$ cat src/rtl/hazard_ctrl_if.sv
// Hazard controller bundle: pipeline status from the datapath toward the
// hazard controller, and stall/flush/forward controls plus performance
// counters back to the datapath.
interface hazard_ctrl_if #(
  parameter int ADDR_W = 5,
  parameter int CNT_W  = 16
);
  logic              RegWriteM;
  logic              RegWriteW;
  logic [ADDR_W-1:0] RD_M;
  logic [ADDR_W-1:0] RD_W;
  logic [ADDR_W-1:0] RD_E;
  logic [ADDR_W-1:0] Rs1_E;
  logic [ADDR_W-1:0] Rs2_E;
  logic [ADDR_W-1:0] Rs1_D;
  logic [ADDR_W-1:0] Rs2_D;
  logic              ResultSrcE0;
  logic              PCSrcE;
  logic              MdStartE;
  logic [1:0]        ForwardAE;
  logic [1:0]        ForwardBE;
  logic              StallF;
  logic              StallD;
  logic              StallE;
  logic              FlushD;
  logic              FlushE;
  logic              FlushM;
  logic              MdBusy;
  logic [CNT_W-1:0]  LwStallCnt;
  logic [CNT_W-1:0]  MdStallCnt;
  logic [CNT_W-1:0]  FlushCnt;

  // Datapath side: reports pipeline contents, receives hazard controls.
  modport master (
    output RegWriteM, RegWriteW, RD_M, RD_W, RD_E, Rs1_E, Rs2_E,
           Rs1_D, Rs2_D, ResultSrcE0, PCSrcE, MdStartE,
    input  ForwardAE, ForwardBE, StallF, StallD, StallE,
           FlushD, FlushE, FlushM, MdBusy, LwStallCnt, MdStallCnt, FlushCnt
  );

  // Controller side: observes pipeline contents, drives hazard controls.
  modport slave (
    input  RegWriteM, RegWriteW, RD_M, RD_W, RD_E, Rs1_E, Rs2_E,
           Rs1_D, Rs2_D, ResultSrcE0, PCSrcE, MdStartE,
    output ForwardAE, ForwardBE, StallF, StallD, StallE,
           FlushD, FlushE, FlushM, MdBusy, LwStallCnt, MdStallCnt, FlushCnt
  );
endinterface

$ cat src/rtl/hazard_ctrl.sv
// Hazard controller for the 5-stage RISC-V pipeline: M/W->E forwarding,
// load-use bubbles, branch flushes and a busy FSM that holds multi-cycle
// MUL/DIV ops in E for MD_LAT cycles.
// Optional performance counters are enabled by defining HAZARD_PERF_EN;
// without it the counter outputs are tied to zero.
module hazard_ctrl #(
  parameter int ADDR_W = 5,
  parameter int MD_LAT = 4,
  parameter int CNT_W  = 16
) (
  input  logic         clk,
  input  logic         rst,
  hazard_ctrl_if.slave h
);

  localparam logic [ADDR_W-1:0] REG_ZERO    = '0;
  localparam bit                MD_MULTI    = (MD_LAT > 1);
  localparam logic [7:0]        MD_CNT_INIT = 8'(MD_LAT - 1);

  typedef enum logic {
    IDLE,
    BUSY
  } state_t;

  state_t     state;
  logic [7:0] cnt;
  logic       md_busy;
  logic       md_stall;
  logic       lw_stall;
  logic       m_hit_a;
  logic       w_hit_a;
  logic       m_hit_b;
  logic       w_hit_b;

  // Forwarding selects: M has the younger result so it wins over W; x0 never forwards.
  always_comb begin
    m_hit_a = h.RegWriteM && (h.RD_M != REG_ZERO) && (h.RD_M == h.Rs1_E);
    w_hit_a = h.RegWriteW && (h.RD_W != REG_ZERO) && (h.RD_W == h.Rs1_E);
    m_hit_b = h.RegWriteM && (h.RD_M != REG_ZERO) && (h.RD_M == h.Rs2_E);
    w_hit_b = h.RegWriteW && (h.RD_W != REG_ZERO) && (h.RD_W == h.Rs2_E);
    h.ForwardAE = m_hit_a ? 2'b10 : (w_hit_a ? 2'b01 : 2'b00);
    h.ForwardBE = m_hit_b ? 2'b10 : (w_hit_b ? 2'b01 : 2'b00);
  end

  // Stall/flush decode; a taken branch kills the D instruction so it cannot cause a load-use stall.
  always_comb begin
    lw_stall = h.ResultSrcE0 && (h.RD_E != REG_ZERO) &&
               ((h.RD_E == h.Rs1_D) || (h.RD_E == h.Rs2_D)) && !h.PCSrcE;
    if (state == BUSY) begin
      md_stall = (cnt > 8'd1);
    end else begin
      md_stall = h.MdStartE && MD_MULTI;
    end
    h.StallF = lw_stall | md_stall;
    h.StallD = lw_stall | md_stall;
    h.StallE = md_stall;
    h.FlushD = h.PCSrcE;
    h.FlushE = lw_stall | h.PCSrcE;
    h.FlushM = md_stall;
    h.MdBusy = md_busy;
  end

  // Multi-cycle op sequencer: counts down the remaining E cycles, returns to IDLE on the last one.
  always_ff @(posedge clk or negedge rst) begin
    if (!rst) begin
      state   <= IDLE;
      cnt     <= 8'd0;
      md_busy <= 1'b0;
    end else begin
      case (state)
        IDLE: begin
          if (h.MdStartE && MD_MULTI) begin
            state   <= BUSY;
            cnt     <= MD_CNT_INIT;
            md_busy <= 1'b1;
          end
        end
        BUSY: begin
          if (cnt <= 8'd1) begin
            state   <= IDLE;
            cnt     <= 8'd0;
            md_busy <= 1'b0;
          end else begin
            cnt <= cnt - 8'd1;
          end
        end
        default: begin
          state   <= IDLE;
          cnt     <= 8'd0;
          md_busy <= 1'b0;
        end
      endcase
    end
  end

`ifdef HAZARD_PERF_EN
  localparam logic [CNT_W-1:0] CNT_MAX = '1;
  localparam logic [CNT_W-1:0] CNT_ONE = CNT_W'(1);

  logic [CNT_W-1:0] lw_cnt;
  logic [CNT_W-1:0] md_cnt;
  logic [CNT_W-1:0] fl_cnt;

  // Saturating event counters for load-use stalls, MD stalls and branch flushes.
  always_ff @(posedge clk or negedge rst) begin
    if (!rst) begin
      lw_cnt <= '0;
      md_cnt <= '0;
      fl_cnt <= '0;
    end else begin
      if (lw_stall && (lw_cnt != CNT_MAX)) lw_cnt <= lw_cnt + CNT_ONE;
      if (md_stall && (md_cnt != CNT_MAX)) md_cnt <= md_cnt + CNT_ONE;
      if (h.PCSrcE && (fl_cnt != CNT_MAX)) fl_cnt <= fl_cnt + CNT_ONE;
    end
  end

  assign h.LwStallCnt = lw_cnt;
  assign h.MdStallCnt = md_cnt;
  assign h.FlushCnt   = fl_cnt;
`else
  localparam logic [CNT_W-1:0] CNT_ZERO = '0;

  assign h.LwStallCnt = CNT_ZERO;
  assign h.MdStallCnt = CNT_ZERO;
  assign h.FlushCnt   = CNT_ZERO;
`endif

endmodule

$ cat src/flat_wrapper.sv
// flat-port wrapper written by rule: the top's interface ports become plain ports
module hazard_ctrl_flat 
#(
  parameter int ADDR_W = 5,
  parameter int MD_LAT = 4,
  parameter int CNT_W  = 16
)
  (clk, rst, h_RegWriteM, h_RegWriteW, h_RD_M, h_RD_W, h_RD_E, h_Rs1_E, h_Rs2_E, h_Rs1_D, h_Rs2_D, h_ResultSrcE0, h_PCSrcE, h_MdStartE, h_ForwardAE, h_ForwardBE, h_StallF, h_StallD, h_StallE, h_FlushD, h_FlushE, h_FlushM, h_MdBusy, h_LwStallCnt, h_MdStallCnt, h_FlushCnt);
  hazard_ctrl_if #(.ADDR_W(ADDR_W), .CNT_W(CNT_W)) h_i ();
  input  logic clk;
  input  logic rst;
  input wire logic [$bits(h_i.RegWriteM)-1:0] h_RegWriteM;
  input wire logic [$bits(h_i.RegWriteW)-1:0] h_RegWriteW;
  input wire logic [$bits(h_i.RD_M)-1:0] h_RD_M;
  input wire logic [$bits(h_i.RD_W)-1:0] h_RD_W;
  input wire logic [$bits(h_i.RD_E)-1:0] h_RD_E;
  input wire logic [$bits(h_i.Rs1_E)-1:0] h_Rs1_E;
  input wire logic [$bits(h_i.Rs2_E)-1:0] h_Rs2_E;
  input wire logic [$bits(h_i.Rs1_D)-1:0] h_Rs1_D;
  input wire logic [$bits(h_i.Rs2_D)-1:0] h_Rs2_D;
  input wire logic [$bits(h_i.ResultSrcE0)-1:0] h_ResultSrcE0;
  input wire logic [$bits(h_i.PCSrcE)-1:0] h_PCSrcE;
  input wire logic [$bits(h_i.MdStartE)-1:0] h_MdStartE;
  output wire logic [$bits(h_i.ForwardAE)-1:0] h_ForwardAE;
  output wire logic [$bits(h_i.ForwardBE)-1:0] h_ForwardBE;
  output wire logic [$bits(h_i.StallF)-1:0] h_StallF;
  output wire logic [$bits(h_i.StallD)-1:0] h_StallD;
  output wire logic [$bits(h_i.StallE)-1:0] h_StallE;
  output wire logic [$bits(h_i.FlushD)-1:0] h_FlushD;
  output wire logic [$bits(h_i.FlushE)-1:0] h_FlushE;
  output wire logic [$bits(h_i.FlushM)-1:0] h_FlushM;
  output wire logic [$bits(h_i.MdBusy)-1:0] h_MdBusy;
  output wire logic [$bits(h_i.LwStallCnt)-1:0] h_LwStallCnt;
  output wire logic [$bits(h_i.MdStallCnt)-1:0] h_MdStallCnt;
  output wire logic [$bits(h_i.FlushCnt)-1:0] h_FlushCnt;
  assign h_i.RegWriteM = h_RegWriteM;
  assign h_i.RegWriteW = h_RegWriteW;
  assign h_i.RD_M = h_RD_M;
  assign h_i.RD_W = h_RD_W;
  assign h_i.RD_E = h_RD_E;
  assign h_i.Rs1_E = h_Rs1_E;
  assign h_i.Rs2_E = h_Rs2_E;
  assign h_i.Rs1_D = h_Rs1_D;
  assign h_i.Rs2_D = h_Rs2_D;
  assign h_i.ResultSrcE0 = h_ResultSrcE0;
  assign h_i.PCSrcE = h_PCSrcE;
  assign h_i.MdStartE = h_MdStartE;
  assign h_ForwardAE = h_i.ForwardAE;
  assign h_ForwardBE = h_i.ForwardBE;
  assign h_StallF = h_i.StallF;
  assign h_StallD = h_i.StallD;
  assign h_StallE = h_i.StallE;
  assign h_FlushD = h_i.FlushD;
  assign h_FlushE = h_i.FlushE;
  assign h_FlushM = h_i.FlushM;
  assign h_MdBusy = h_i.MdBusy;
  assign h_LwStallCnt = h_i.LwStallCnt;
  assign h_MdStallCnt = h_i.MdStallCnt;
  assign h_FlushCnt = h_i.FlushCnt;
  hazard_ctrl #(.ADDR_W(ADDR_W), .MD_LAT(MD_LAT), .CNT_W(CNT_W)) u_core (.clk(clk), .rst(rst), .h(h_i));
endmodule
$ cat config.mk
export PLATFORM = sky130hd
export DESIGN_NAME = hazard_ctrl_flat
export DESIGN_NICKNAME = d
export VERILOG_FILES = /design/src/rtl/hazard_ctrl_if.sv /design/src/rtl/hazard_ctrl.sv /design/src/flat_wrapper.sv
export SDC_FILE = /design/constraint.sdc
export NUM_CORES = 1
export LEC_CHECK = 0
export CORE_ASPECT_RATIO = 0.75
export CORE_MARGIN = 2
export CORE_UTILIZATION = 31
export CTS_CLUSTER_SIZE = 24
export DETAILED_ROUTE_END_ITERATION = 10
export PLACE_DENSITY = 0.78
export SETUP_SLACK_MARGIN = 0.4
export SYNTH_ARGS = -nofsm -noshare
export SYNTH_HDL_FRONTEND = slang
export SYNTH_SLANG_ARGS = --single-unit
$ cat constraint.sdc
create_clock -name clk -period 2.1 [get_ports clk]
set_clock_uncertainty 0.05 [all_clocks]
set_input_delay 0.42 -clock clk [delete_from_list [all_inputs] [get_ports clk]]
set_output_delay 0.42 -clock clk [all_outputs]
set_load 0.05 [all_outputs]
# Yosys cells after proc, flatten, opt, wreduce, memory -nomap -nowiden
# Cells that the tools add are included.
# totals
regBits	10
elab_cells	46
out_inout_bits	59
input_bits	42
# op_classes
muxes	14
n_lt_le_gt_ge	2
add_sub_neg	1
bitwise	3
n_reduce_logical	15
n_eq_ne	8
# op_table
op	n
equality test 5 bit	6
2-to-1 mux 8 bit	2
case mux 8 bit (2 select lines)	1
nonzero test 5 bit	3
logical AND 1 bit	9
greater-than comparator 8 x 1 -> 1 bit, second input constant	1
less-or-equal comparator 8 x 1 -> 1 bit, second input constant	1
subtractor 8 x 1 -> 8 bit, second input constant	1
2-to-1 mux 1 bit	7
2-to-1 mux 2 bit	2
!= test 2 bit, second input constant	2
case mux 1 bit (2 select lines)	2
bitwise OR 1 bit	2
AND reduction 2 bit	1
logical NOT 1 bit	1
logical OR 1 bit	1
NOT 1 bit	1

# Logic depth before layout (Yosys ltp)
# Gate-level depths: netlist of run 1.
# depth
ltp_word	5
depth_mapped	7
depth_no_buf	6

# Worst setup path before layout of run 1
# OpenSTA, ideal clock, no wires.
# synth_path
kind	reg-to-output
start	register u_core.cnt[0]
end	output port h_StallF
path_buffers	1
path_slack_ns	-1.239
path_stages_with_launch	8
t_arrival_ns	2.869
path_cell_list	dfrtp_1 inv_1 ha_1 nor2_1 nor3_1 a21oi_1 o21bai_1 buf_4
# synth_between
elab_chain_cells	3
# synth_rtl
item	line	source
from (decl)	hazard_ctrl.sv:26	logic [7:0] cnt;
from (signal assigned)	hazard_ctrl.sv:84	cnt <= cnt - 8'd1;
greater-than comparator 8 x 1 -> 1 bit	hazard_ctrl.sv:50	md_stall = (cnt > 8'd1);
2-to-1 mux 1 bit	hazard_ctrl.sv:49	if (state == BUSY) begin
via h_FlushM	flat_wrapper.sv:31	output wire logic [$bits(h_i.FlushM)-1:0] h_FlushM;
bitwise OR 1 bit	-	
to (decl)	flat_wrapper.sv:26	output wire logic [$bits(h_i.StallF)-1:0] h_StallF;
# The timed path passes the listed nets, and every way through them passes these cells.

# Worst setup path in the final report of run 1
# layout_path
start	input port h_RD_M[1]
end	output port h_ForwardBE[1]
# layout_between
elab_chain_cells	4
elab_cells_between_ends	5
cone_classes	eq/ne: 1; mux: 1; reduce/logical: 3
# layout_rtl
item	line	source
from (decl)	flat_wrapper.sv:14	input wire logic [$bits(h_i.RD_M)-1:0] h_RD_M;
nonzero test 5 bit	hazard_ctrl.sv:39	m_hit_b = h.RegWriteM && (h.RD_M != REG_ZERO) && (h.RD_M == h.Rs2_E);
logical AND 1 bit	hazard_ctrl.sv:39	
logical AND 1 bit *	hazard_ctrl.sv:39	
2-to-1 mux 2 bit *	hazard_ctrl.sv:42	h.ForwardBE = m_hit_b ? 2'b10 : (w_hit_b ? 2'b01 : 2'b00);
to (decl)	flat_wrapper.sv:25	output wire logic [$bits(h_i.ForwardBE)-1:0] h_ForwardBE;
# Every way passes the cells marked *; elsewhere a longest branch is shown, timed or not.

==> qor.csv, run 1 <==
stage,metric,value,unit
timing,Hold WS,0.445,ns
setup_path,Worst Path Arrival,1.82,ns
status,violated checks,negative setup slack,
power,VDD IR max,0.000893,V
synthesis,Post-synth EDFFs,0,
timing,unrepaired setup endpoints after global routing,true,
clock_tree,H-tree lvl count,1,
global_route,initial antenna violation count,0,
synthesis,Yosys cell types,28,
clock_tree,hold buffer count at cts,0,
final_layout,Area Growth Syn to Fin,75.2,%
setup_path,Crit Path Class,input pin to primary output,
synthesis,Area contributors post-synth,"buf_4 (30%), dfrtp_1 (19%), xor2_1 (16%), xnor2_1 (4.6%), or4_1 (2.8%)",
setup_path,CP endpoint kind,primary output,
synthesis,Yosys reg bits,10,
drt,DR DRC count,0,
global_route,gr ovfl total,0,
synthesis,largest family of logic cells by synthesized area,buffers and inverters,
synthesis,post-synthesis xor/xnor area fraction,20.8,%
clock_tree,CTS Root Cell,clkbuf_8,
synthesis,Synth Cell Area,1350,um2
clock_tree,CTS tree,done,
place,port bufs,52,
drt,Via Count,1306,
final_layout,final core occ,57.4,%
setup_path,Max stage delay on crit path,0.54,ns
synthesis,mux cell area share after synthesis,0,%
setup_path,CP most frequent cell,buf_6,
synthesis,Synth Area in Simple Gates,14.2,%
status,outcome,"finished, violations left",
synthesis,biggest area consumer among synthesized cells,buf_4,
synthesis,yosys warns,0,
power,switching part of the total power,47.3,%
timing,fin crit share,109,%
floorplanning,row count,20,
setup_path,worst-path fanout max,2,
timing,Max Transition Viols Final,0,
drt,antenna-violating nets left,0,
power,Switching Power,1.06,mW
timing,final hold violations,0,
drt,final wirelength,3750,um
global_route,largest net degree at the start of global routing,11,
timing,achievable clock frequency,0.437,GHz
power,sequential power share,16.1,%
clock_tree,Worst-path clk slew,0.05,ns
floorplanning,Initial Utilization,32.8,%
power,Power per Cell Area,953,nW/um2
global_route,first-pass GRT wire length,5480,um
floorplanning,core area,4100,um2
synthesis,Yosys top cell area share,30.1,%
floorplanning,die width,80.1,um
drt,vias per inst,4.19,
synthesis,sequential area share after synthesis,18.6,%
floorplanning,Die Y,61.0,um
final_layout,fill count,373,
timing,Setup TNS Final,-1.20,ns
clock_tree,CTS Sinks,10,
hold_path,worst min path class,input pin to async pin,
timing,endpoints failing setup,8,
power,P_int,1.18,mW
synthesis,top-count cell post-synth,buf_4,
global_route,number of global-route vias before repair,1208,
timing,final worst setup slack,-0.186,ns
synthesis,"Avg Cell Area, Syn",8.35,um2
setup_path,CP Launch Type,input pin,
clock_tree,TritonCTS Buffers,3,
synthesis,compound-cell area share of the yosys netlist,13.2,%
synthesis,Post-synth top cells,"buf_4 (54), xor2_1 (25), dfrtp_1 (10)",
synthesis,Synth Instances,161,
synthesis,Synth async-reset ratio,100,%
power,part of the power in combinational logic,72.8,%
power,LEAKAGE,1.15,nW
synthesis,"Top FF cell, synth",dfrtp_1,
power,"Power, Total",2.25,mW
synthesis,Post-Synth Adder-Cell Area,1.86,%
place,GPL Wtd Cong,0.822,
final_layout,Ant. Diodes,0,
timing,fin crit period,2.29,ns
setup_path,CP max stage cell,or4_4,
drt,wire per inst,12.0,um
final_layout,layout cells sized above 1,45.1,%
run,max_cap viols,0,
drt,Starting DRT DRC Count,31,
setup_path,CP Cell Sequence,buf_6 > or4_4 > o21ai_4 > buf_6 > nor4_4 > buf_4 > buf_6 > buf_12,
floorplanning,die area,4890,um2
global_route,GR Util All Layers,14.5,%
power,clock group share of total power,11.1,%
place,HPWL Detailed,2970,um
floorplanning,num ports,101,
clock_tree,worst skew pair latency,0.24,ns
clock_tree,clk buf depth,2,
drt,first-pass detailed-route iteration total,4,
setup_path,critical path data required time,1.63,ns
final_layout,fin nets,302,
through the flow:
| step | instances | worst slack (ns) | area [um2] |
|---|---|---|---|
| finish | 312 | -0.186 | 2360 |
| global route | 312 | -0.260 | 2360 |
| CTS | 305 | -0.248 | 2250 |
| detailed placement | 294 | -0.536 | 2130 |
| global placement | 294 | -0.478 | 2130 |
| floorplan | 208 | -0.221 | 1660 |
final timing paths:
check / end / depth (start not counted) / slack (ns) / start
max in group asynchronous: u_core.h.MdBusy$_DFFE_PN0P_ / 1 / 1.24 / rst
max: h_ForwardBE[1] / 8 / -0.19 / h_RD_M[1]
min: u_core.cnt[3]$_DFFE_PN0P_ / 1 / 0.44 / rst
max reg2reg: u_core.cnt[2]$_DFFE_PN0P_ / 6 / 0.10 / u_core.cnt[5]$_DFFE_PN0P_
min in group clk: u_core.cnt[3]$_DFFE_PN0P_ / 1 / 0.50 / u_core.cnt[3]$_DFFE_PN0P_
min reg2reg: u_core.cnt[3]$_DFFE_PN0P_ / 1 / 0.50 / u_core.cnt[3]$_DFFE_PN0P_
kinds of logic (layout without fill, tap and decap cells):
family                     after synthesis  after routing
DFF                                     10             10
xor gates and xnor gates                32             32
and+or+nand+nor                         34             34
other                                    1             48
adders and majority gates                2              2
buffers and inverters                   57            106
AOI/OAI and AO/OA                       25             25
placed cells by master, fill, tap and decap left out, types with 2 or more instances in the layout:
cell,Yosys,layout
nor4_4,0,4
buf_12,0,6
xnor2_1,7,3
o21ai_4,0,2
nand3_1,3,2
buf_2,0,6
buf_4,54,39
conb_1,1,48
a22o_1,2,2
o21ai_2,0,3
nor3_1,5,2
buf_6,0,15
o22ai_1,4,4
a21oi_2,0,2
clkdlybuf4s50_1,0,4
clkbuf_2,0,9
clkbuf_8,0,4
nand2_1,3,3
xnor2_2,0,4
xor2_1,25,24
nor2_1,8,7
inv_1,3,3
nor3_2,0,2
or4_4,2,7
clkdlybuf4s15_1,0,2
dlygate4sd2_1,0,16
dfrtp_1,10,10
state kept, by name, summed over array words and instances, names as in the netlist:
signal	cells
u_core.h.MdBusy	1
u_core.state	1
u_core.cnt	8
worst max-delay path, delay by kind of cell:
family	cells	cell delay (ns)
buffers and inverters	5	0.60
AO/OA/AOI/OAI	1	0.20
AND/OR/NAND/NOR	2	0.58
layer usage:
metal  wire [um]  global-route usage, %  vias up
met2        1980                   27.3       52
li1            -                      -      641
met5           0                      0        -
met4          51                   4.36        0
met1        1450                   17.4      607
met3         263                   2.20        6
power by group through the flow:
stage | clock network, mW | logic (mW) | registers [mW]
CTS | 0.251 | 1.48 | 0.361
finish | 0.249 | 1.63 | 0.362
detailed placement | 0 | 1.40 | 0.363
global route | 0.259 | 1.74 | 0.373
global placement | 0 | 1.37 | 0.358
floorplan | 0 | 0.981 | 0.400
final cells by class:
type                            count  area, um2  area share [%]
Timing Repair Buffer               99        885            37.5
Tap cell                           55       68.8            2.92
Sequential cell                    10        250            10.6
Clock buffer                        4       55.1            2.34
Multi-Input combinational cell    141       1090            46.1
Inverter                            3       11.3           0.478
what timing repair did:
item                                    4_1_cts  5_1_grt
pin swaps                                    25       18
resized for setup                            84       47
endpoints found under the setup margin       16       17
cloned                                        0        0
setup buffers                                 7        7
No activity file was read; power rests on OpenSTA's default activity.
==> run 2, diff against run 1 <==
--- a/config.mk
+++ b/config.mk
@@ -7,10 +7,10 @@
 export LEC_CHECK = 0
 export CORE_ASPECT_RATIO = 0.75
 export CORE_MARGIN = 2
-export CORE_UTILIZATION = 31
-export CTS_CLUSTER_SIZE = 24
+export CORE_UTILIZATION = 32
+export CTS_BUF_LIST = sky130_fd_sc_hd__clkbuf_4 sky130_fd_sc_hd__clkbuf_8
 export DETAILED_ROUTE_END_ITERATION = 10
-export PLACE_DENSITY = 0.78
+export PLACE_DENSITY = 0.8
 export SETUP_SLACK_MARGIN = 0.4
 export SYNTH_ARGS = -nofsm -noshare
 export SYNTH_HDL_FRONTEND = slang
==> qor.csv, run 2 (same netlist as run 1, synthesis figures left out) <==
stage,metric,value,unit
global_route,initial antenna violation count,0,
floorplanning,Initial Utilization,33.2,%
timing,final hold violations,0,
place,placed instance area,2130,um2
floorplanning,core area,4050,um2
setup_path,CP endpoint kind,primary output,
final_layout,Ant. Diodes,0,
final_layout,number of flip-flops in the largest register,8,
floorplanning,row count,20,
clock_tree,Worst-path clk slew,0.05,ns
power,LEAKAGE,1.12,nW
final_layout,Area Growth Syn to Fin,74.0,%
timing,Least-Margin Pin Slew,0.509,ns
setup_path,FF-to-FF setup slack,0.22,ns
drt,final wirelength,3870,um
final_layout,Non-Filler Instances,309,
drt,Starting DRT DRC Count,14,
final_layout,Reg with most FFs,u_core.cnt,
timing,Setup TNS Final,-1.19,ns
clock_tree,CTS tree,done,
setup_path,Worst Path Arrival,1.84,ns
clock_tree,hold buffer count at cts,0,
timing,Max-slew headroom,66.2,%
setup_path,worst reg2reg startpoint,u_core.cnt[5]$_DFFE_PN0P_,
clock_tree,clk buf depth,2,
final_layout,"commonest non-fill, non-tap cells in the layout","conb_1 (48), buf_4 (33), xor2_1 (22)",
timing,achievable clock frequency,0.432,GHz
setup_path,Worst Path Buf+Inv,1,
drt,antenna-violating nets left,0,
drt,Via Count,1290,
power,switching part of the total power,48.1,%
setup_path,Crit Path Class,flop to primary output,
global_route,gr ovfl total,0,
hold_path,worst min path class,input pin to async pin,
timing,final worst setup slack,-0.214,ns
global_route,first-pass GRT wire length,6290,um
global_route,largest net degree at the start of global routing,11,
setup_path,critical path data required time,1.63,ns
setup_path,critical path's top delay family,simple AND/OR/NAND/NOR gates,
run,max_cap viols,0,
setup_path,worst-path fanout max,2,
clock_tree,TritonCTS Buffers,3,
power,Switching Power,1.07,mW
floorplanning,die area,4740,um2
setup_path,reg2reg path depth,5,
final_layout,layout cells sized above 1,43.7,%
timing,endpoints failing setup,8,
timing,fin crit share,110,%
drt,DR DRC count,0,
global_route,GR Util All Layers,17.2,%
power,sequential power share,16.8,%
status,outcome,"finished, violations left",
floorplanning,Die Y,60.1,um
place,Placed Instances,294,
setup_path,Worst R2R End,u_core.cnt[2]$_DFFE_PN0P_,
final_layout,final instance area,2340,um2
drt,wire per inst,12.5,um
timing,fin crit period,2.31,ns
clock_tree,CTS Root Cell,clkbuf_8,
clock_tree,worst skew pair latency,0.24,ns
place,GPL Wtd Cong,0.868,
timing,Max Transition Viols Final,0,
setup_path,CP max stage cell,or4_4,
setup_path,Max stage delay on crit path,0.57,ns
power,clock group share of total power,11.1,%
clock_tree,CTS Sinks,10,
setup_path,CP Launch Type,flop,
clock_tree,H-tree lvl count,1,
final_layout,"most common cell after layout, fill and taps aside",conb_1,
power,VDD IR max,0.000939,V
floorplanning,die width,78.9,um
floorplanning,num ports,101,
setup_path,CP Cell Sequence,or4_4 > nor3_4 > a21oi_4 > o21bai_4 > buf_6,
timing,unrepaired setup endpoints after global routing,true,
status,violated checks,negative setup slack,
power,Power per Cell Area,947,nW/um2
place,port bufs,52,
drt,vias per inst,4.17,
power,P_int,1.15,mW
drt,first-pass detailed-route iteration total,4,
final_layout,final core occ,57.7,%
place,HPWL Detailed,2970,um
power,part of the power in combinational logic,72.2,%
global_route,number of global-route vias before repair,1304,
final_layout,fin nets,299,
## run 2: changes by cell type in the layout (fill, tap and decap cells not counted), moves of 2 or more
cell and delta:
xnor2_2 -4, buf_6 +3, xor2_2 +2, xor2_1 -2, xnor2_1 +4, buf_4 -6
## run 2: stage by stage
step           hold slack (ns)  total power, mW  setup WS [ns]
6_report                 0.442             2.22         -0.214
5_1_grt                  0.496             2.34         -0.277
4_1_cts                  0.462             2.16         -0.248
3_5_place_dp             0.479             1.77         -0.538
3_3_place_gp             0.461             1.73         -0.513
2_1_floorplan           0.0744             1.38         -0.221
## run 2: timing repair
action                     in CTS  in global routing
pin swaps                      28                 17
resized for setup              91                 43
setup buffers                  10                  1
setup endpoints to repair      16                 18
## run 2: how the worst max path moves through the flow
stage,from,end,cells after the start
after CTS,h_RD_M[2],h_ForwardBE[0],7
after global routing,u_core.cnt[5]$_DFFE_PN0P_,h_StallD,5
after floorplan,u_core.cnt[4]$_DFFE_PN0P_,h_StallF,5
final,u_core.cnt[5]$_DFFE_PN0P_,h_StallD,5
after detailed placement,h_RD_W[3],h_ForwardAE[0],6
after global placement,h_RD_W[3],h_ForwardAE[0],6
## run 2: final cells by class
cell class                      instances  area [um2]
Tap cell                               55        68.8
Multi-Input combinational cell        141        1070
Clock buffer                            4        55.1
Inverter                                3        11.3
Timing Repair Buffer                   96         883
Sequential cell                        10         250
Fill cell                             352        1710
## run 2: power groups by stage
stage	registers, mW	logic [mW]	clock network (mW)
global route	0.383	1.70	0.263
finish	0.371	1.60	0.245
global placement	0.360	1.37	0
CTS	0.367	1.54	0.252
floorplan	0.400	0.981	0
detailed placement	0.366	1.40	0
## run 2: routing by layer
metal | GRT usage [%] | share of wire, % | up-vias | routed length [um]
met5 | 0 | 0 | - | 0
met3 | 3.17 | 5.5 | 4 | 212
met4 | 3.69 | 1.1 | 0 | 42
met2 | 33.2 | 53 | 43 | 2060
li1 | - | - | 633 | -
met1 | 20.1 | 40 | 610 | 1550
==> run 3, diff against run 2 <==
--- a/config.mk
+++ b/config.mk
@@ -12,6 +12,7 @@
 export DETAILED_ROUTE_END_ITERATION = 10
 export PLACE_DENSITY = 0.8
 export SETUP_SLACK_MARGIN = 0.4
+export SLEW_MARGIN = 20
 export SYNTH_ARGS = -nofsm -noshare
 export SYNTH_HDL_FRONTEND = slang
 export SYNTH_SLANG_ARGS = --single-unit
==> results of run 3 <==
Final layout, timing and power as in run 2 (identical DEF).
